## src/rtl/pattern_scan_ctrl_if.sv

```systemverilog
// Bundles the configuration, serial input and status signals of pattern_scan_ctrl.
// The controller uses the slave modport. The master modport is for whatever drives it.
interface pattern_scan_ctrl_if #(parameter int CNT_W = 8);
  logic             start;
  logic             abort;
  logic [7:0]       cfg_pattern;
  logic [3:0]       cfg_len;
  logic             cfg_overlap;
  logic [7:0]       cfg_window;
  logic             in_valid;
  logic             in_bit;
  logic             busy;
  logic             match;
  logic [CNT_W-1:0] match_cnt;
  logic             done;

  modport slave (
    input  start, abort, cfg_pattern, cfg_len, cfg_overlap, cfg_window, in_valid, in_bit,
    output busy, match, match_cnt, done
  );

  modport master (
    output start, abort, cfg_pattern, cfg_len, cfg_overlap, cfg_window, in_valid, in_bit,
    input  busy, match, match_cnt, done
  );
endinterface

```

## src/rtl/pattern_scan_ctrl.sv

```systemverilog
// Serial bit-pattern scanner. It counts matches of a 2..8 bit pattern over a window of valid input bits.
// The pattern is either overlapping or non-overlapping. All outputs are registered.
//
// state | meaning
// IDLE  | waiting for start; match_cnt holds the last result
// SCAN  | consuming valid bits until the window is exhausted or aborted
// DONE  | one-cycle done pulse, then back to IDLE
module pattern_scan_ctrl #(
  parameter int CNT_W = 8
) (
  input  logic                clk,
  input  logic                rst,
  pattern_scan_ctrl_if.slave  bus
);

  typedef enum logic [1:0] {IDLE, SCAN, DONE} state_t;

  state_t           r_state;
  state_t           w_state_nxt;

  logic [7:0]       r_pat;
  logic [3:0]       r_len;
  logic             r_ovl;
  logic [7:0]       r_win;
  logic [7:0]       r_shift;
  logic [3:0]       r_fill;
  logic [7:0]       r_bits;
  logic [CNT_W-1:0] r_cnt;
  logic             r_busy;
  logic             r_match;
  logic             r_done;

  logic [7:0]       w_shift_nxt;
  logic [3:0]       w_fill_inc;
  logic [7:0]       w_bits_inc;
  logic [7:0]       w_mask;
  logic [3:0]       w_len_clamp;
  logic             w_hit;

  always_comb begin
    w_shift_nxt = {r_shift[6:0], bus.in_bit};
    w_fill_inc  = (r_fill >= r_len) ? r_len : r_fill + 4'd1;
    w_bits_inc  = r_bits + 8'd1;
    w_mask      = 8'hFF >> (4'd8 - r_len);
    w_hit       = bus.in_valid && (w_fill_inc >= r_len) &&
                  (((w_shift_nxt ^ r_pat) & w_mask) == 8'h00);
    w_len_clamp = (bus.cfg_len < 4'd2) ? 4'd2 :
                  (bus.cfg_len > 4'd8) ? 4'd8 : bus.cfg_len;
  end

  always_comb begin
    w_state_nxt = r_state;
    case (r_state)
      IDLE: if (bus.start) w_state_nxt = (bus.cfg_window == 8'd0) ? DONE : SCAN;
      // abort wins over a window-completing bit
      SCAN: begin
        if (bus.abort)                                w_state_nxt = IDLE;
        else if (bus.in_valid && w_bits_inc == r_win) w_state_nxt = DONE;
      end
      DONE:    w_state_nxt = IDLE;
      default: w_state_nxt = IDLE;
    endcase
  end

  always_ff @(posedge clk) begin
    if (rst) r_state <= IDLE;
    else     r_state <= w_state_nxt;
  end

  always_ff @(posedge clk) begin
    if (rst) begin
      r_pat   <= '0;
      r_len   <= 4'd2;
      r_ovl   <= 1'b0;
      r_win   <= '0;
      r_shift <= '0;
      r_fill  <= '0;
      r_bits  <= '0;
      r_cnt   <= '0;
      r_busy  <= 1'b0;
      r_match <= 1'b0;
      r_done  <= 1'b0;
    end else begin
      r_busy  <= (w_state_nxt != IDLE);
      r_done  <= (w_state_nxt == DONE);
      r_match <= 1'b0;
      case (r_state)
        IDLE: if (bus.start) begin
          r_pat   <= bus.cfg_pattern;
          r_len   <= w_len_clamp;
          r_ovl   <= bus.cfg_overlap;
          r_win   <= bus.cfg_window;
          r_shift <= '0;
          r_fill  <= '0;
          r_bits  <= '0;
          r_cnt   <= '0;
        end
        // a match in an abort cycle still counts, so the datapath ignores abort
        SCAN: if (bus.in_valid) begin
          r_shift <= w_shift_nxt;
          r_bits  <= w_bits_inc;
          if (w_hit) begin
            r_match <= 1'b1;
            if (r_cnt != {CNT_W{1'b1}}) r_cnt <= r_cnt + 1'b1;
            r_fill  <= r_ovl ? w_fill_inc : 4'd0;
          end else begin
            r_fill  <= w_fill_inc;
          end
        end
        default: ;
      endcase
    end
  end

  assign bus.busy      = r_busy;
  assign bus.match     = r_match;
  assign bus.match_cnt = r_cnt;
  assign bus.done      = r_done;

endmodule

```

## src/flat_wrapper.sv

```systemverilog
// flat-port wrapper written by rule: the top's interface ports become plain ports
module pattern_scan_ctrl_flat 
#(
  parameter int CNT_W = 8
)
  (clk, rst, bus_start, bus_abort, bus_cfg_pattern, bus_cfg_len, bus_cfg_overlap, bus_cfg_window, bus_in_valid, bus_in_bit, bus_busy, bus_match, bus_match_cnt, bus_done);
  pattern_scan_ctrl_if #(.CNT_W(CNT_W)) bus_i ();
  input  logic clk;
  input  logic rst;
  input wire logic [$bits(bus_i.start)-1:0] bus_start;
  input wire logic [$bits(bus_i.abort)-1:0] bus_abort;
  input wire logic [$bits(bus_i.cfg_pattern)-1:0] bus_cfg_pattern;
  input wire logic [$bits(bus_i.cfg_len)-1:0] bus_cfg_len;
  input wire logic [$bits(bus_i.cfg_overlap)-1:0] bus_cfg_overlap;
  input wire logic [$bits(bus_i.cfg_window)-1:0] bus_cfg_window;
  input wire logic [$bits(bus_i.in_valid)-1:0] bus_in_valid;
  input wire logic [$bits(bus_i.in_bit)-1:0] bus_in_bit;
  output wire logic [$bits(bus_i.busy)-1:0] bus_busy;
  output wire logic [$bits(bus_i.match)-1:0] bus_match;
  output wire logic [$bits(bus_i.match_cnt)-1:0] bus_match_cnt;
  output wire logic [$bits(bus_i.done)-1:0] bus_done;
  assign bus_i.start = bus_start;
  assign bus_i.abort = bus_abort;
  assign bus_i.cfg_pattern = bus_cfg_pattern;
  assign bus_i.cfg_len = bus_cfg_len;
  assign bus_i.cfg_overlap = bus_cfg_overlap;
  assign bus_i.cfg_window = bus_cfg_window;
  assign bus_i.in_valid = bus_in_valid;
  assign bus_i.in_bit = bus_in_bit;
  assign bus_busy = bus_i.busy;
  assign bus_match = bus_i.match;
  assign bus_match_cnt = bus_i.match_cnt;
  assign bus_done = bus_i.done;
  pattern_scan_ctrl #(.CNT_W(CNT_W)) u_core (.clk(clk), .rst(rst), .bus(bus_i));
endmodule
```

## config.mk

```make
export PLATFORM = sky130hd
export DESIGN_NAME = pattern_scan_ctrl_flat
export DESIGN_NICKNAME = d
export VERILOG_FILES = /design/src/rtl/pattern_scan_ctrl_if.sv /design/src/rtl/pattern_scan_ctrl.sv /design/src/flat_wrapper.sv
export SDC_FILE = /design/constraint.sdc
export NUM_CORES = 1
export LEC_CHECK = 0
export BUFFER_PORTS_ARGS = -buffer_cell sky130_fd_sc_hd__buf_2
export CAP_MARGIN = 20
export CORE_MARGIN = 5
export CORE_UTILIZATION = 35
export CTS_CLUSTER_DIAMETER = 30
export DETAILED_ROUTE_END_ITERATION = 6
export GPL_TIMING_DRIVEN = 0
export PLACE_DENSITY_LB_ADDON = 0.12
export SLEW_MARGIN = 20
export SYNTH_ARGS = -nofsm -noshare
export SYNTH_HDL_FRONTEND = slang
export SYNTH_SLANG_ARGS = --single-unit
```

## constraint.sdc

```tcl
create_clock -name clk -period 3.9 [get_ports clk]
set_input_delay 0.39 -clock clk [delete_from_list [all_inputs] [get_ports clk]]
set_output_delay 0.39 -clock clk [all_outputs]
set_load 0.02 [all_outputs]
```

======== After elaboration in Yosys (flattened, before gate mapping) ========
Cells that the tools add are included.
cells by class
  $add $sub $neg .......................... 4
  reductions and logical operators ........ 12
  bitwise logic cells ..................... 4
  $lt $le $gt $ge ......................... 4
  shift operators ......................... 1
  multiplexer cells ....................... 23
  equal/unequal tests ..................... 8
operators by type and width
  operator                                                               number
  8-bit two-way mux                                                      5
  8-bit case mux with 2 select lines                                     2
  4-bit two-way mux                                                      7
  8-bit by 1-bit adder with 8-bit output (second input constant)         2
  8-bit zero test                                                        2
  7-bit case mux with 2 select lines                                     1
  8-bit AND                                                              1
  8-bit equality test                                                    1
  4-bit greater-or-equal comparator                                      2
  2-bit two-way mux                                                      4
  8-bit != test (second input constant)                                  1
  4-bit case mux with 2 select lines                                     1
  8-bit by 4-bit >> shifter with 8-bit output (first input constant)     1
  8-bit XOR                                                              1
  7-bit two-way mux                                                      1
  5-bit AND reduction                                                    1
  4-bit by 1-bit adder with 4-bit output (second input constant)         1
  4-bit > comparator (second input constant)                             1
  4-bit by 2-bit < comparator with 1-bit output (second input constant)  1
  2-bit by 1-bit != test with 1-bit output (second input constant)       2
  2-bit != test (second input constant)                                  2
  2-bit case mux with 2 select lines                                     1
  2-bit nonzero test                                                     2
  4-bit subtractor (first input constant)                                1
  9 further kinds                                                        12
word-level totals
  register bits ........................... 53
  input port bits ......................... 27
  word-level logic and storage cells ...... 68
  output and inout bits ................... 11

======== Depth between registers and ports, before layout ========
Gate-level depths: netlist of run 1.
  depth in word-level cells ............... 8
  gate-level depth with buffers ........... 15
  gate-level depth less buffers ........... 14

======== Worst setup path before layout of run 1 ========
OpenSTA, ideal clock, no wires.
  kind .................................... reg2reg
  start point ............................. register u_core.r_fill[0]
  end point ............................... register u_core.r_cnt[6], in the netlist u_core.bus.match_cnt[6]
  cell stages (with the launch flop) ...... 15
  data arrival time ....................... 3108 ps
  library setup time ...................... 121 ps
  path slack .............................. 671 ps
  buffers on the path ..................... 0
  clock period less this slack ............ 3229 ps
  data required time ...................... 3779 ps
  cell sequence ........................... dfxtp_1 inv_1 ha_1 nand2b_1 a21o_1 a21o_1 a21oi_1 mux2i_1 inv_1 ha_1 o21ai_0 a21oi_1 o221ai_2 nor4_1 mux2_2
between the ends
  longest elaborated chain between the ends .. 7
  elaborated cells on any way between the ends .. 8
  those cells by class .................... 1 x add/sub; 2 x order compare; 1 x eq/ne; 1 x mux; 3 x reduce/logical
ends and longest elaborated chain
  element                                                                                      RTL line                  source
  start, declared                                                                              pattern_scan_ctrl.sv:26   logic [3:0] r_fill;
  start signal, assigned                                                                       pattern_scan_ctrl.sv:105  r_fill <= r_ovl ? w_fill_inc : 4'd0;
  start signal, assigned                                                                       pattern_scan_ctrl.sv:107  r_fill <= w_fill_inc;
  4-bit by 1-bit adder with 4-bit output or 4-bit greater-or-equal comparator (tied branches)  pattern_scan_ctrl.sv:42   w_fill_inc = (r_fill >= r_len) ? r_len : r_fill + 4'd1;
  4-bit two-way mux (*)                                                                        pattern_scan_ctrl.sv:42
  4-bit greater-or-equal comparator (*)                                                        pattern_scan_ctrl.sv:45   w_hit = bus.in_valid && (w_fill_inc >= r_len) &&
  1-bit logical AND (*) (2 in series)                                                          pattern_scan_ctrl.sv:45
  2-bit by 1-bit != test with 1-bit output (no source line) (*)                                --
  5-bit AND reduction (no source line) (*)                                                     --
  end signal, assigned                                                                         pattern_scan_ctrl.sv:104  if (r_cnt != {CNT_W{1'b1}}) r_cnt <= r_cnt + 1'b1;
  end, declared                                                                                pattern_scan_ctrl.sv:28   logic [CNT_W-1:0] r_cnt;
Every way passes the cells marked *; elsewhere a longest branch is shown, timed or not.
A chain may end at the register's enable or synchronous reset.

======== Worst setup path after layout of run 1 ========
  start point ............................. register u_core.r_len[0]
  end point ............................... register u_core.r_cnt[6], in the netlist u_core.bus.match_cnt[6]
between the ends
  longest elaborated chain between the ends .. 7
  elaborated cells on any way between the ends .. 11
  those cells by class .................... 1 x add/sub; 2 x order compare; 1 x eq/ne; 1 x shift; 1 x mux; 1 x bitwise; 4 x reduce/logical
ends and longest elaborated chain
  element                                                                           RTL line                                          source
  start, declared                                                                   pattern_scan_ctrl.sv:22                           logic [3:0] r_len;
  start signal, assigned                                                            pattern_scan_ctrl.sv:90                           r_len <= w_len_clamp;
  4-bit subtractor or 4-bit greater-or-equal comparator (tied branches)             pattern_scan_ctrl.sv:44, pattern_scan_ctrl.sv:42
  8-bit by 4-bit >> shifter with 8-bit output or 4-bit two-way mux (tied branches)  pattern_scan_ctrl.sv:44, pattern_scan_ctrl.sv:42
  8-bit AND or 4-bit greater-or-equal comparator (tied branches)                    pattern_scan_ctrl.sv:46, pattern_scan_ctrl.sv:45
  8-bit zero test or 1-bit logical AND (tied branches)                              pattern_scan_ctrl.sv:46, pattern_scan_ctrl.sv:45
  1-bit logical AND (*)                                                             pattern_scan_ctrl.sv:45
  2-bit by 1-bit != test with 1-bit output (no source line) (*)                     --
  5-bit AND reduction (no source line) (*)                                          --
Marked as above.

==> results of run 1 <==
state kept, by name (all words and copies together), names as in the netlist:
name and cells:
u_core.r_len 4, u_core.r_fill 4, u_core.r_shift 7, u_core.r_ovl 1, u_core.bus.match_cnt 8, u_core.bus.done 1, u_core.bus.busy 1, u_core.r_pat 8
u_core.r_state 2, u_core.r_bits 8, u_core.r_win 8, u_core.bus.match 1
worst register-to-register path: stages (launching register included):
cell                       delay [ps]
sky130_fd_sc_hd__dfxtp_1          480
sky130_fd_sc_hd__ha_1             280
sky130_fd_sc_hd__nand2b_1         140
sky130_fd_sc_hd__a21o_1           180
sky130_fd_sc_hd__a21o_1           170
sky130_fd_sc_hd__a21oi_1          420
sky130_fd_sc_hd__mux2i_1          290
sky130_fd_sc_hd__inv_1             70
sky130_fd_sc_hd__ha_1             260
sky130_fd_sc_hd__o21ai_0           70
sky130_fd_sc_hd__a21oi_1          210
sky130_fd_sc_hd__o221ai_2         220
sky130_fd_sc_hd__nor4_1           380
sky130_fd_sc_hd__mux2_2           380
where the power goes:
part | internal [mW] | leakage [nW] | switching, mW
Combinational | 0.0728 | 0.833 | 0.109
Clock | 0.128 | 0.0445 | 0.200
Sequential | 0.562 | 0.431 | 0.0182
final timing paths:
kind                           start                      end  slack [ps]  depth (start not counted)
setup / recovery     u_core.r_len[0]  u_core.bus.match_cnt[6]         280                         13
hold / removal    bus_cfg_pattern[5]          u_core.r_pat[5]         300                          3
setup reg to reg     u_core.r_len[0]  u_core.bus.match_cnt[6]         280                         13
hold reg to reg      u_core.r_pat[0]          u_core.r_pat[0]         470                          2
per-stage QoR:
stage | power, mW | area [um2]
global route | 1.146 | 3244
global placement | 0.7744 | 3154
finish | 1.091 | 3244
CTS | 1.104 | 3244
floorplan | 0.7156 | 2846
detailed placement | 0.7778 | 3154
cells by family (layout without fill, tap and decap cells):
group           count (synthesis)  count (layout)
compound gates                 86              86
xor+xnor                       20              20
fa+ha+maj                      15              15
buf+inv                        32              76
flops                          53              53
mux                             5               5
simple gates                  145             145
metal layers:
layer | global-route usage | share of wire | vias to the layer above
li1 | - | - | 1336
met1 | 0.2042 | 0.49 | 1171
met2 | 0.2457 | 0.45 | 57
met3 | 0.02571 | 0.044 | 6
met4 | 0.03420 | 0.011 | 0
met5 | 0 | 0 | -
final cells by class:
type | count | area (um2)
flip-flops and latches | 53 | 1061
fillers | 841 | 4563
clock inverters | 3 | 21.27
repair buffers | 36 | 180.2
clock buffers | 5 | 68.82
multi-input cells | 271 | 1655
well taps | 102 | 127.6
plain buffers | 18 | 77.57
inverters | 14 | 52.55
layout by cell type (no fill, tap or decap), types with 8 or more instances in the layout:
master / netlist / final
sky130_fd_sc_hd__a21oi_1: 40 / 40
sky130_fd_sc_hd__buf_2: 2 / 38
sky130_fd_sc_hd__clkbuf_1: 15 / 15
sky130_fd_sc_hd__dfxtp_1: 53 / 53
sky130_fd_sc_hd__ha_1: 15 / 15
sky130_fd_sc_hd__inv_1: 14 / 14
sky130_fd_sc_hd__nand2_1: 59 / 59
sky130_fd_sc_hd__nand3_1: 21 / 21
sky130_fd_sc_hd__nor2_1: 18 / 18
sky130_fd_sc_hd__o21ai_0: 17 / 16
sky130_fd_sc_hd__xnor2_1: 12 / 12
sky130_fd_sc_hd__xor2_1: 8 / 8
==> PnR_summary.wiki, run 1 <==
{| class="wikitable"
! Metric !! Value
|-
| Leakage power of the design || between 1 and 1.5 nW
|-
| Pre-CTS worst setup slack || roughly 270 ps
|-
| Syn Inst Count || about 360
|-
| Number of routed nets with antenna violations || 0
|-
| Area of the core || a little under 0.008 mm2
|-
| Post-CTS clock slew at the launch and capture registers of the worst setup and hold paths || approximately 110 ps
|-
| Number of DRC markers in iteration 0 || about 130
|-
| Signal arrival time at the worst endpoint || about 3800 ps
|-
| Biggest area consumer among synthesized cells || sky130_fd_sc_hd__dfxtp_1
|-
| Total Routing Usage GR || 0.1494
|-
| Setup TNS after final layout || 0 ps
|-
| Most instantiated flip-flop cell in the synthesis netlist || sky130_fd_sc_hd__dfxtp_1
|-
| Maximum cell stage delay along the critical path || approximately 480 ps
|-
| Chip height || about 100 um
|-
| Yosys warnings || 0
|-
| CP delay by family, top || compound AO/OA/AOI/OAI gates
|-
| Number of input and output port buffers inserted || 36
|-
| # DRC || 0
|-
| Wire length of the first global-routing pass || about 12 mm
|-
| Initial antenna violation count || 0
|-
| Post-synthesis register bit count || 53
|-
| Number of vias in the routed layout || around 2,600
|-
| Post-Synth Adder-Cell Area || 0.06593
|-
| Vias per cell || approximately 5.1
|-
| PwrDens || 336.2 mW/mm2
|-
| CTS tree || built
|-
| Setup Skew || roughly 12 ps
|-
| Final-report max-slew violation count || 0
|-
| Area fraction in and, or, nand and nor cells after synthesis || 0.2497
|-
| Required time of the critical path || 4120 ps
|-
| Starting utilization of the core area || 0.3646
|-
| Share of the synthesized area in the top cell type || 0.3727
|-
| Achievable Freq || around 280 MHz
|-
| Final instance count without filler cells || roughly 500
|-
| H-tree levels || 2
|-
| Max-slew headroom || 0.4629
|-
| Biggest fanout along the worst timing path || 7
|-
| CTS sink cnt || 53
|-
| Synth Area in XOR/XNOR || 0.06154
|-
| Layout cell share with drive strength beyond 1 || 0.1425
|-
| Syn-to-layout area delta || 13.98%
|-
| Max Root-Sink Buffers || 2
|-
| Number of global-route vias before repair || between 2,000 and 3,000
|-
| GP Congestion || 0.7997
|-
| Cell count after placement || approximately 490
|-
| Yosys cell types || 53
|-
| Antenna diodes || 0
|-
| Endpoint kind of the worst setup timing path || flop
|-
| Sequential fraction of the synthesis area || 0.3727
|-
| Post-layout worst setup margin || around 280 ps
|-
| Post-Synthesis Cell Area || roughly 0.0028 mm2
|-
| Critical path buffers and inverters || 1
|-
| Reported max-cap violation count || 0
|-
| Setup Viol. Count Final || 0
|-
| Max IR drop VDD || 0.1295 mV
|-
| Number of ports placed on the die boundary || 38
|-
| Class of the tightest hold or removal check || input port to flop
|-
| Remaining global-route overflow || 0
|-
| Finished Core Util || 0.4155
|-
| Post-synth top cells || sky130_fd_sc_hd__nand2_1 (59), sky130_fd_sc_hd__dfxtp_1 (53), sky130_fd_sc_hd__a21oi_1 (40)
|-
| Post-cts resize count || 0
|-
| Master cell of the clock root buffer || sky130_fd_sc_hd__clkbuf_8
|-
| Number of buffers created by CTS || 5
|-
| Leading cell type by number of instances after synthesis || sky130_fd_sc_hd__nand2_1
|-
| Maximum number of pins on one net before global-route repair || 18
|-
| Final layout net count || between 400 and 500
|-
| Startpoint kind of the worst setup timing path || flop
|-
| Worst Setup Path Type || flop to flop
|-
| Clock Latency Late Sink || about 310 ps
|-
| Fraction of registers with async set/reset || 0
|-
| HPWL Detailed || roughly 5.4 mm
|-
| Average wire per cell in the routed design || about 14 um
|-
| Area enclosed by the die boundary || about 0.01 mm2
|-
| Hold bufs inserted after CTS || 0
|-
| Unrepaired setup endpoints after global routing || no
|-
| EDFF count, synth || 0
|-
| Hold Vio Cnt, Final || 0
|-
| Post-Route WL || 7.213 mm
|-
| Leading post-synthesis cells by cell area || sky130_fd_sc_hd__dfxtp_1 (37%), sky130_fd_sc_hd__nand2_1 (7.8%), sky130_fd_sc_hd__a21oi_1 (7.0%)
|-
| Slew at the pin closest to its max-slew limit || approximately 800 ps
|-
| Placement Rows || 32
|-
| DRT Pass-1 Iters || 4
|-
| Main combinational cell family by area after synthesis || simple AND/OR/NAND/NOR gates
|-
| Status || completed
|-
| Sequence of cells on the critical path || ha_1, nand2b_1, a21o_1, a21o_1, a21oi_1, mux2i_1, inv_1, ha_1, o21ai_0, a21oi_1, o221ai_2, nor4_1, mux2_2
|-
| Complex-gate fraction of the synthesized area || 0.1864
|-
| Worst hold slack after final layout || 303.9 ps
|-
| Fin crit share || 0.9293
|-
| Crit-path slowest cell || sky130_fd_sc_hd__dfxtp_1
|-
| Proportion of synthesized area in mux cells || 0.01802
|-
| Post-Synthesis Net Count || 398
|-
| Buffers inserted during post-CTS setup optimization || 0
|-
| Die Wd || between 100 and 150 um
|-
| Minimum clock period after layout || 3624 ps
|-
| Syn_area_per_cell || between 7 and 8 um2
|}
(Power assumes the default switching activity.)
==> inputs of run 2 (changes only) <==
--- a/config.mk
+++ b/config.mk
@@ -7,12 +7,12 @@
 export LEC_CHECK = 0
 export BUFFER_PORTS_ARGS = -buffer_cell sky130_fd_sc_hd__buf_2
 export CAP_MARGIN = 20
-export CORE_MARGIN = 5
 export CORE_UTILIZATION = 35
 export CTS_CLUSTER_DIAMETER = 30
 export DETAILED_ROUTE_END_ITERATION = 6
 export GPL_TIMING_DRIVEN = 0
 export PLACE_DENSITY_LB_ADDON = 0.12
+export SETUP_SLACK_MARGIN = 0.3
 export SLEW_MARGIN = 20
 export SYNTH_ARGS = -nofsm -noshare
 export SYNTH_HDL_FRONTEND = slang
==> run 2 against run 1 <==
Combinational power is 5% higher. Cell area increased by 1.2%. Largest cell class unchanged. Register-to-register slack better by 280 ps. Critical path type unchanged. Largest power group unchanged. Utilization increased by 0.51 points. Global-route usage is 2.7 points higher. Final cell count unchanged. Via count rose by 1.4%. First-iteration DRC count shrank 8.3%.
==> PnR_summary.wiki, run 2 (synthesis results as in run 1) <==
{| class="wikitable"
! Metric !! Value
|-
| Status || completed
|-
| Footprint of the multi-input gates || 0.001692 mm2 (+2.2%)
|-
| Wire length of the first global-routing pass || 11.86 mm (-2.5%)
|-
| Reported max-cap violation count || 0 (unchanged)
|-
| Final instance count without filler cells || 502 (unchanged)
|-
| DRT Pass-1 Iters || 4 (unchanged)
|-
| Area of the core || 0.007807 mm2 (unchanged)
|-
| Antenna diodes || 0 (unchanged)
|-
| Startpoint kind of the worst setup timing path || flop
|-
| Number of cells on the worst reg-to-reg path || 15 (+2)
|-
| Class of the tightest hold or removal check || input port to flop
|-
| Worst Setup Path Type || flop to flop
|-
| Post-Route WL || 7.077 mm (-1.9%)
|-
| Number of DRC markers in iteration 0 || 122 (-8.3%)
|-
| Biggest fanout along the worst timing path || 10 (+3)
|-
| Post-route total power || 1.104 mW (+1.2%)
|-
| Chip height || 92.18 um (-8.0%)
|-
| HPWL Detailed || 5.277 mm (-3.0%)
|-
| Number of input and output port buffers inserted || 36 (unchanged)
|-
| Minimum clock period after layout || 3345 ps (-279.4 ps)
|-
| Total Routing Usage GR || 0.1764 (+0.02701)
|-
| Initial antenna violation count || 0 (unchanged)
|-
| Starting utilization of the core area || 0.3646 (unchanged)
|-
| Number of global-route vias before repair || 2,440 (-2.9%)
|-
| Placement Rows || 32 (unchanged)
|-
| Syn-to-layout area delta || 15.38%
|-
| Slew at the pin closest to its max-slew limit || 722.6 ps (-81.34 ps)
|-
| Remaining global-route overflow || 0 (unchanged)
|-
| Max-slew headroom || 0.5138 (+0.05094)
|-
| Maximum number of pins on one net before global-route repair || 19 (+1)
|-
| Area enclosed by the die boundary || 0.008497 mm2 (-15%)
|-
| Setup Viol. Count Final || 0 (unchanged)
|-
| Vias per cell || 5.191 (+1.4%)
|-
| Number of routed nets with antenna violations || 0 (unchanged)
|-
| Fin crit share || 0.8576 (-0.07163)
|-
| Final layout net count || 441 (unchanged)
|-
| # DRC || 0 (unchanged)
|-
| Max Root-Sink Buffers || 2 (unchanged)
|-
| Setup TNS after final layout || 0 ps (unchanged)
|-
| Number of fill cells || 838 (-0.36%)
|-
| Die Wd || 92.18 um (-8.0%)
|-
| GP Congestion || 0.8296 (+3.7%)
|-
| Setup Skew || 11.33 ps (-0.9575 ps)
|-
| Number of ports placed on the die boundary || 38 (unchanged)
|-
| Endpoint kind of the worst setup timing path || flop
|-
| Max IR drop VDD || 0.1386 mV (+7.0%)
|-
| Hold Vio Cnt, Final || 0 (unchanged)
|-
| Final-report max-slew violation count || 0 (unchanged)
|-
| CTS tree || built
|-
| Buffers inserted during post-CTS setup optimization || 0 (unchanged)
|-
| Cell count after placement || 494 (unchanged)
|-
| Achievable Freq || 299.0 MHz (+8.4%)
|-
| Layout cell share with drive strength beyond 1 || 0.1525 (+0.01000)
|-
| Required time of the critical path || 4110 ps (about the same)
|-
| Number of buffers created by CTS || 5 (unchanged)
|-
| Post-CTS clock slew at the launch and capture registers of the worst setup and hold paths || 110 ps (about the same)
|-
| Signal arrival time at the worst endpoint || 3550 ps (-290 ps)
|-
| WHS Path Cells || 3 (unchanged)
|-
| H-tree levels || 2 (unchanged)
|-
| Number of vias in the routed layout || 2,606 (+1.4%)
|-
| Leakage power of the design || 1.311 nW (+0.17%)
|-
| Commonest non-fill, non-tap cell in the layout || sky130_fd_sc_hd__nand2_1
|-
| Unrepaired setup endpoints after global routing || no
|-
| Highest-count cells in the layout ignoring fill and taps || sky130_fd_sc_hd__nand2_1 (59), sky130_fd_sc_hd__dfxtp_1 (53), sky130_fd_sc_hd__a21oi_1 (38), sky130_fd_sc_hd__buf_2 (38), sky130_fd_sc_hd__nand3_1 (21)
|-
| Clock Latency Late Sink || 310 ps (about the same)
|-
| Average wire per cell in the routed design || 14.10 um (-1.9%)
|-
| Master cell of the clock root buffer || sky130_fd_sc_hd__clkbuf_8
|-
| PwrDens || 336.2 mW/mm2 (about the same)
|-
| FF+latch area || 0.001061 mm2 (unchanged)
|-
| CTS sink cnt || 53 (unchanged)
|}
run 2: final timing paths:
kind                      startpoint                 endpoint  slack (ps)
hold / removal    bus_cfg_pattern[6]          u_core.r_pat[6]         290
setup / recovery    u_core.r_fill[0]  u_core.bus.match_cnt[3]         560
hold reg to reg         u_core.r_ovl             u_core.r_ovl         470
setup reg to reg    u_core.r_fill[0]  u_core.bus.match_cnt[3]         560
run 2: timing repair:
item | in CTS | in global routing
endpoints found under the setup margin | 5 | 8
pin swaps | 0 | 1
hold buffers | 0 | 0
resized for setup | 1 | 6
run 2: metal layers:
layer | share of wire | up-vias | GRT usage
met2 | 0.46 | 49 | 0.2724
li1 | - | 1337 | -
met4 | 0.012 | 0 | 0.05859
met3 | 0.044 | 6 | 0.03566
met1 | 0.48 | 1214 | 0.2438
met5 | 0 | - | 0
run 2: report_power, final:
group          leakage, nW  switching [mW]  internal, mW
registers            0.431          0.0189         0.562
clock network       0.0447           0.202         0.130
logic                0.835           0.114        0.0764
run 2: per-stage QoR:
stage	utilization	area (um2)	hold WS (ps)	setup slack (ps)
6_report	0.4207	3284	293.1	555.3
5_1_grt	0.4207	3284	285.2	286.2
4_1_cts	0.4165	3252	290.2	353.3
3_5_place_dp	0.4040	3154	445.1	209.5
3_3_place_gp	0.4040	3154	439.4	204.1
2_1_floorplan	-	2846	433.2	671.0
run 2: worst max-delay path, stage by stage, from the launching register on:
cell,delay (ps)
sky130_fd_sc_hd__dfxtp_1,410
sky130_fd_sc_hd__inv_1,80
sky130_fd_sc_hd__ha_1,280
sky130_fd_sc_hd__nand2b_1,140
sky130_fd_sc_hd__a21o_1,180
sky130_fd_sc_hd__a21o_1,210
sky130_fd_sc_hd__a21oi_4,240
sky130_fd_sc_hd__mux2i_1,250
sky130_fd_sc_hd__inv_1,70
sky130_fd_sc_hd__ha_1,270
sky130_fd_sc_hd__o21ai_0,90
sky130_fd_sc_hd__a21oi_2,210
sky130_fd_sc_hd__o221ai_4,180
sky130_fd_sc_hd__buf_6,190
sky130_fd_sc_hd__o311ai_0,330
sky130_fd_sc_hd__nand3_1,110
run 2: final cells by class:
type	count	share of cell area
Clock buffer	5	0.02095
Clock inverter	3	0.007619
Multi-Input combinational cell	271	0.5150
Inverter	14	0.01600
Tap cell	102	0.03886
Sequential cell	53	0.3230
Buffer	18	0.02362
Timing Repair Buffer	36	0.05486
==> inputs of run 3 (changes only) <==
--- a/config.mk
+++ b/config.mk
@@ -5,10 +5,10 @@
 export SDC_FILE = /design/constraint.sdc
 export NUM_CORES = 1
 export LEC_CHECK = 0
+export ABC_AREA = 1
 export BUFFER_PORTS_ARGS = -buffer_cell sky130_fd_sc_hd__buf_2
 export CAP_MARGIN = 20
 export CORE_UTILIZATION = 35
-export CTS_CLUSTER_DIAMETER = 30
 export DETAILED_ROUTE_END_ITERATION = 6
 export GPL_TIMING_DRIVEN = 0
 export PLACE_DENSITY_LB_ADDON = 0.12
==> run 3 against run 2 <==
Clock power shrank 8.7%. Sequential cell count did not move. Combinational power rose by 24%. Via count grew 3.6%. Routed wire length up 5.9%. Count of clock-buffer cells in the layout up 3. Fmax is 16% higher. Global-route usage up 0.73 points. Utilization decreased by 0.26 points. Critical path type unchanged. Largest cell class unchanged. Largest power group unchanged. Highest routed layer unchanged.
==> PnR_summary.wiki, run 3 <==
{| class="wikitable"
! Metric !! Value
|-
| Unrepaired setup endpoints after global routing || no
|-
| Cell count after placement || 551 (+12%)
|-
| Vias per cell || 4.828 (-7.0%)
|-
| Die Wd || 92.91 um (+0.79%)
|-
| Area of the core || 0.007848 mm2 (+0.51%)
|-
| Startpoint kind of the worst setup timing path || flop
|-
| Syn_area_per_cell || 7.004 um2 (-12%)
|-
| Share of the synthesized area in the top cell type || 0.3668 (-0.005965)
|-
| EDFF count, synth || 0 (unchanged)
|-
| Yosys warnings || 0 (unchanged)
|-
| Signal arrival time at the worst endpoint || 3060 ps (-490 ps)
|-
| CTS sink cnt || 53 (unchanged)
|-
| Class of the tightest hold or removal check || input port to flop
|-
| Post-synth top cells || sky130_fd_sc_hd__nand2_1 (81), sky130_fd_sc_hd__dfxtp_1 (53), sky130_fd_sc_hd__inv_1 (46)
|-
| Initial antenna violation count || 0 (unchanged)
|-
| GP Congestion || 0.8404 (+1.3%)
|-
| Post-cts resize count || 0 (-1)
|-
| Max-slew headroom || 0.5603 (+0.04647)
|-
| Hold bufs inserted after CTS || 0 (unchanged)
|-
| Slew at the pin closest to its max-slew limit || 653.5 ps (-69.07 ps)
|-
| Clock Latency Late Sink || 310 ps (about the same)
|-
| CP delay by family, top || simple AND/OR/NAND/NOR gates
|-
| Hold Vio Cnt, Final || 0 (unchanged)
|-
| Syn-to-layout area delta || 13.41%
|-
| PwrDens || 344.6 mW/mm2 (+2.5%)
|-
| Number of fill cells || 881 (+5.1%)
|-
| Critical path buffers and inverters || 3 (unchanged)
|-
| # DRC || 0 (unchanged)
|-
| Final layout net count || 498 (+13%)
|-
| Number of DRC markers in iteration 0 || 89 (-27%)
|-
| Commonest non-fill, non-tap cell in the layout || sky130_fd_sc_hd__nand2_1
|-
| H-tree levels || 2 (unchanged)
|-
| Achievable Freq || 346.0 MHz (+16%)
|-
| Sequence of cells on the critical path || inv_1, ha_1, inv_1, nor2_1, o211ai_1, nand3_1, nor2_1, a21oi_1, ha_1, inv_1, o21bai_1, nand3_1, nand3_1, nand2_1, a21oi_1, nand2_1, nand3_1, a21oi_1
|-
| FF+latch area || 0.001061 mm2 (unchanged)
|-
| Number of global-route vias before repair || 2,523 (+3.4%)
|-
| Maximum number of pins on one net before global-route repair || 15 (-4)
|-
| Critical path's most frequent cell || sky130_fd_sc_hd__nand3_1
|-
| Master cell of the clock root buffer || sky130_fd_sc_hd__clkbuf_8
|-
| Max IR drop VDD || 0.1998 mV (+44%)
|-
| Crit-path slowest cell || sky130_fd_sc_hd__dfxtp_1
|-
| Most instantiated flip-flop cell in the synthesis netlist || sky130_fd_sc_hd__dfxtp_1
|-
| Number of routed nets with antenna violations || 0 (unchanged)
|-
| Post-CTS clock slew at the launch and capture registers of the worst setup and hold paths || 100 ps (about the same)
|-
| Post-Synthesis Cell Area || 0.002893 mm2 (+1.6%)
|-
| Footprint of the multi-input gates || 0.001577 mm2 (-6.8%)
|-
| Post-synthesis register bit count || 53 (unchanged)
|-
| Starting utilization of the core area || 0.3686 (+0.004039)
|-
| Chip height || 92.91 um (+0.79%)
|-
| DRT Pass-1 Iters || 4 (unchanged)
|-
| Leading cell type by number of instances after synthesis || sky130_fd_sc_hd__nand2_1
|-
| Layout cell share with drive strength beyond 1 || 0.1335 (-0.01902)
|-
| Max Root-Sink Buffers || 2 (unchanged)
|-
| Number of buffers created by CTS || 5 (unchanged)
|-
| Setup TNS after final layout || 0 ps (unchanged)
|-
| Number of ports placed on the die boundary || 38 (unchanged)
|-
| Maximum cell stage delay along the critical path || 310 ps (-100 ps)
|-
| Buffers inserted during post-CTS setup optimization || 0 (unchanged)
|-
| Fraction of registers with async set/reset || 0 (unchanged)
|-
| Leakage power of the design || 1.403 nW (+7.0%)
|-
| Reported max-cap violation count || 0 (unchanged)
|-
| Yosys cell types || 36 (-32%)
|-
| Number of vias in the routed layout || 2,699 (+3.6%)
|-
| Worst Setup Path Type || flop to flop
|-
| Wire length of the first global-routing pass || 12.30 mm (+3.7%)
|-
| Setup Viol. Count Final || 0 (unchanged)
|-
| Endpoint kind of the worst setup timing path || flop
|-
| Antenna diodes || 0 (unchanged)
|-
| Minimum clock period after layout || 2890 ps (-454.2 ps)
|-
| Post-Synthesis Net Count || 455 (+14%)
|-
| Final-report max-slew violation count || 0 (unchanged)
|-
| Status || completed
|-
| Setup Skew || 12.34 ps (+1.013 ps)
|-
| Average wire per cell in the routed design || 13.41 um (-4.9%)
|-
| Biggest fanout along the worst timing path || 8 (-2)
|-
| HPWL Detailed || 5.629 mm (+6.7%)
|-
| Finished Core Util || 0.4180 (-0.002625)
|-
| Required time of the critical path || 4070 ps (-40 ps)
|-
| Post-Route WL || 7.495 mm (+5.9%)
|-
| Placement Rows || 32 (unchanged)
|-
| Biggest area consumer among synthesized cells || sky130_fd_sc_hd__dfxtp_1
|-
| Number of input and output port buffers inserted || 36 (unchanged)
|-
| Sequential fraction of the synthesis area || 0.3668 (-0.005965)
|-
| Remaining global-route overflow || 0 (unchanged)
|-
| Highest-count cells in the layout ignoring fill and taps || sky130_fd_sc_hd__nand2_1 (81), sky130_fd_sc_hd__dfxtp_1 (53), sky130_fd_sc_hd__inv_1 (46), sky130_fd_sc_hd__nand3_1 (45), sky130_fd_sc_hd__a21oi_1 (44)
|-
| Final instance count without filler cells || 559 (+11%)
|-
| Area enclosed by the die boundary || 0.008632 mm2 (+1.6%)
|-
| CTS tree || built
|-
| Leading post-synthesis cells by cell area || sky130_fd_sc_hd__dfxtp_1 (37%), sky130_fd_sc_hd__nand2_1 (11%), sky130_fd_sc_hd__nand3_1 (7.8%)
|-
| Fin crit share || 0.7411 (-0.1165)
|-
| Syn Inst Count || 413 (+16%)
|-
| Total Routing Usage GR || 0.1837 (+0.007281)
|}
==> run 3: cell count changes in the layout (fill, tap and decap cells not counted), moves of 6 or more <==
cell / previous run / this run
sky130_fd_sc_hd__a21oi_1: 38 / 44
sky130_fd_sc_hd__inv_1: 14 / 46
sky130_fd_sc_hd__nand2_1: 59 / 81
sky130_fd_sc_hd__nand3_1: 21 / 45
sky130_fd_sc_hd__nor2_1: 18 / 41
sky130_fd_sc_hd__nor3_1: 7 / 0
sky130_fd_sc_hd__o21ai_0: 16 / 24
sky130_fd_sc_hd__xnor2_1: 12 / 6
==> run 3: stage by stage <==
stage	hold slack (ps)	area, um2	power [mW]	setup slack [ps]
after global placement	444.9	3201	0.8373	1096
after global routing	362.2	3281	1.200	701.8
after floorplan	431.1	2893	0.7658	1408
after CTS	338.7	3281	1.145	1009
after detailed placement	447.9	3201	0.8413	1026
final	339.2	3281	1.130	1010
==> run 3: kinds of logic after synthesis <==
logic type                 synth area share
and+or+nand+nor                      0.2946
AOI/OAI and AO/OA                    0.1553
buffers and inverters               0.08824
DFF                                  0.3668
adders and majority gates           0.06488
xor gates and xnor gates            0.03028
==> run 3: final cells by class <==
class | instances | area share
well taps | 102 | 0.03890
repair buffers | 36 | 0.05492
plain buffers | 14 | 0.02059
flip-flops and latches | 53 | 0.3234
inverters | 50 | 0.05721
multi-input cells | 296 | 0.4805
clock buffers | 8 | 0.02441
==> run 3: layer usage <==
layer	share of wire	up-vias	GRT usage
met5	0	-	0
met4	0.0071	0	0.03846
met3	0.030	4	0.02874
met2	0.44	46	0.2953
met1	0.52	1214	0.2582
li1	-	1435	-
==> run 3: worst paths after layout <==
kind	from	endpoint	slack (ps)	cells past startpoint
min reg2reg	u_core.r_ovl	u_core.r_ovl	460	2
max reg2reg	u_core.r_len[1]	u_core.r_fill[2]	1010	18
max	u_core.r_len[1]	u_core.r_fill[2]	1010	18
min	bus_cfg_pattern[2]	u_core.r_pat[2]	340	3
==> run 3: where the power goes <==
| group | switching [mW] | internal (mW) | total (mW) |
|---|---|---|---|
| Clock | 0.175 | 0.128 | 0.303 |
| Combinational | 0.153 | 0.0836 | 0.236 |
| Sequential | 0.0207 | 0.570 | 0.591 |
| Total | 0.348 | 0.782 | 1.13 |
==> run 3: worst min-delay path, cell delays in order <==
cell	delay (ps)
sky130_fd_sc_hd__buf_2	70
sky130_fd_sc_hd__o21ai_0	70
sky130_fd_sc_hd__nor2_1	80
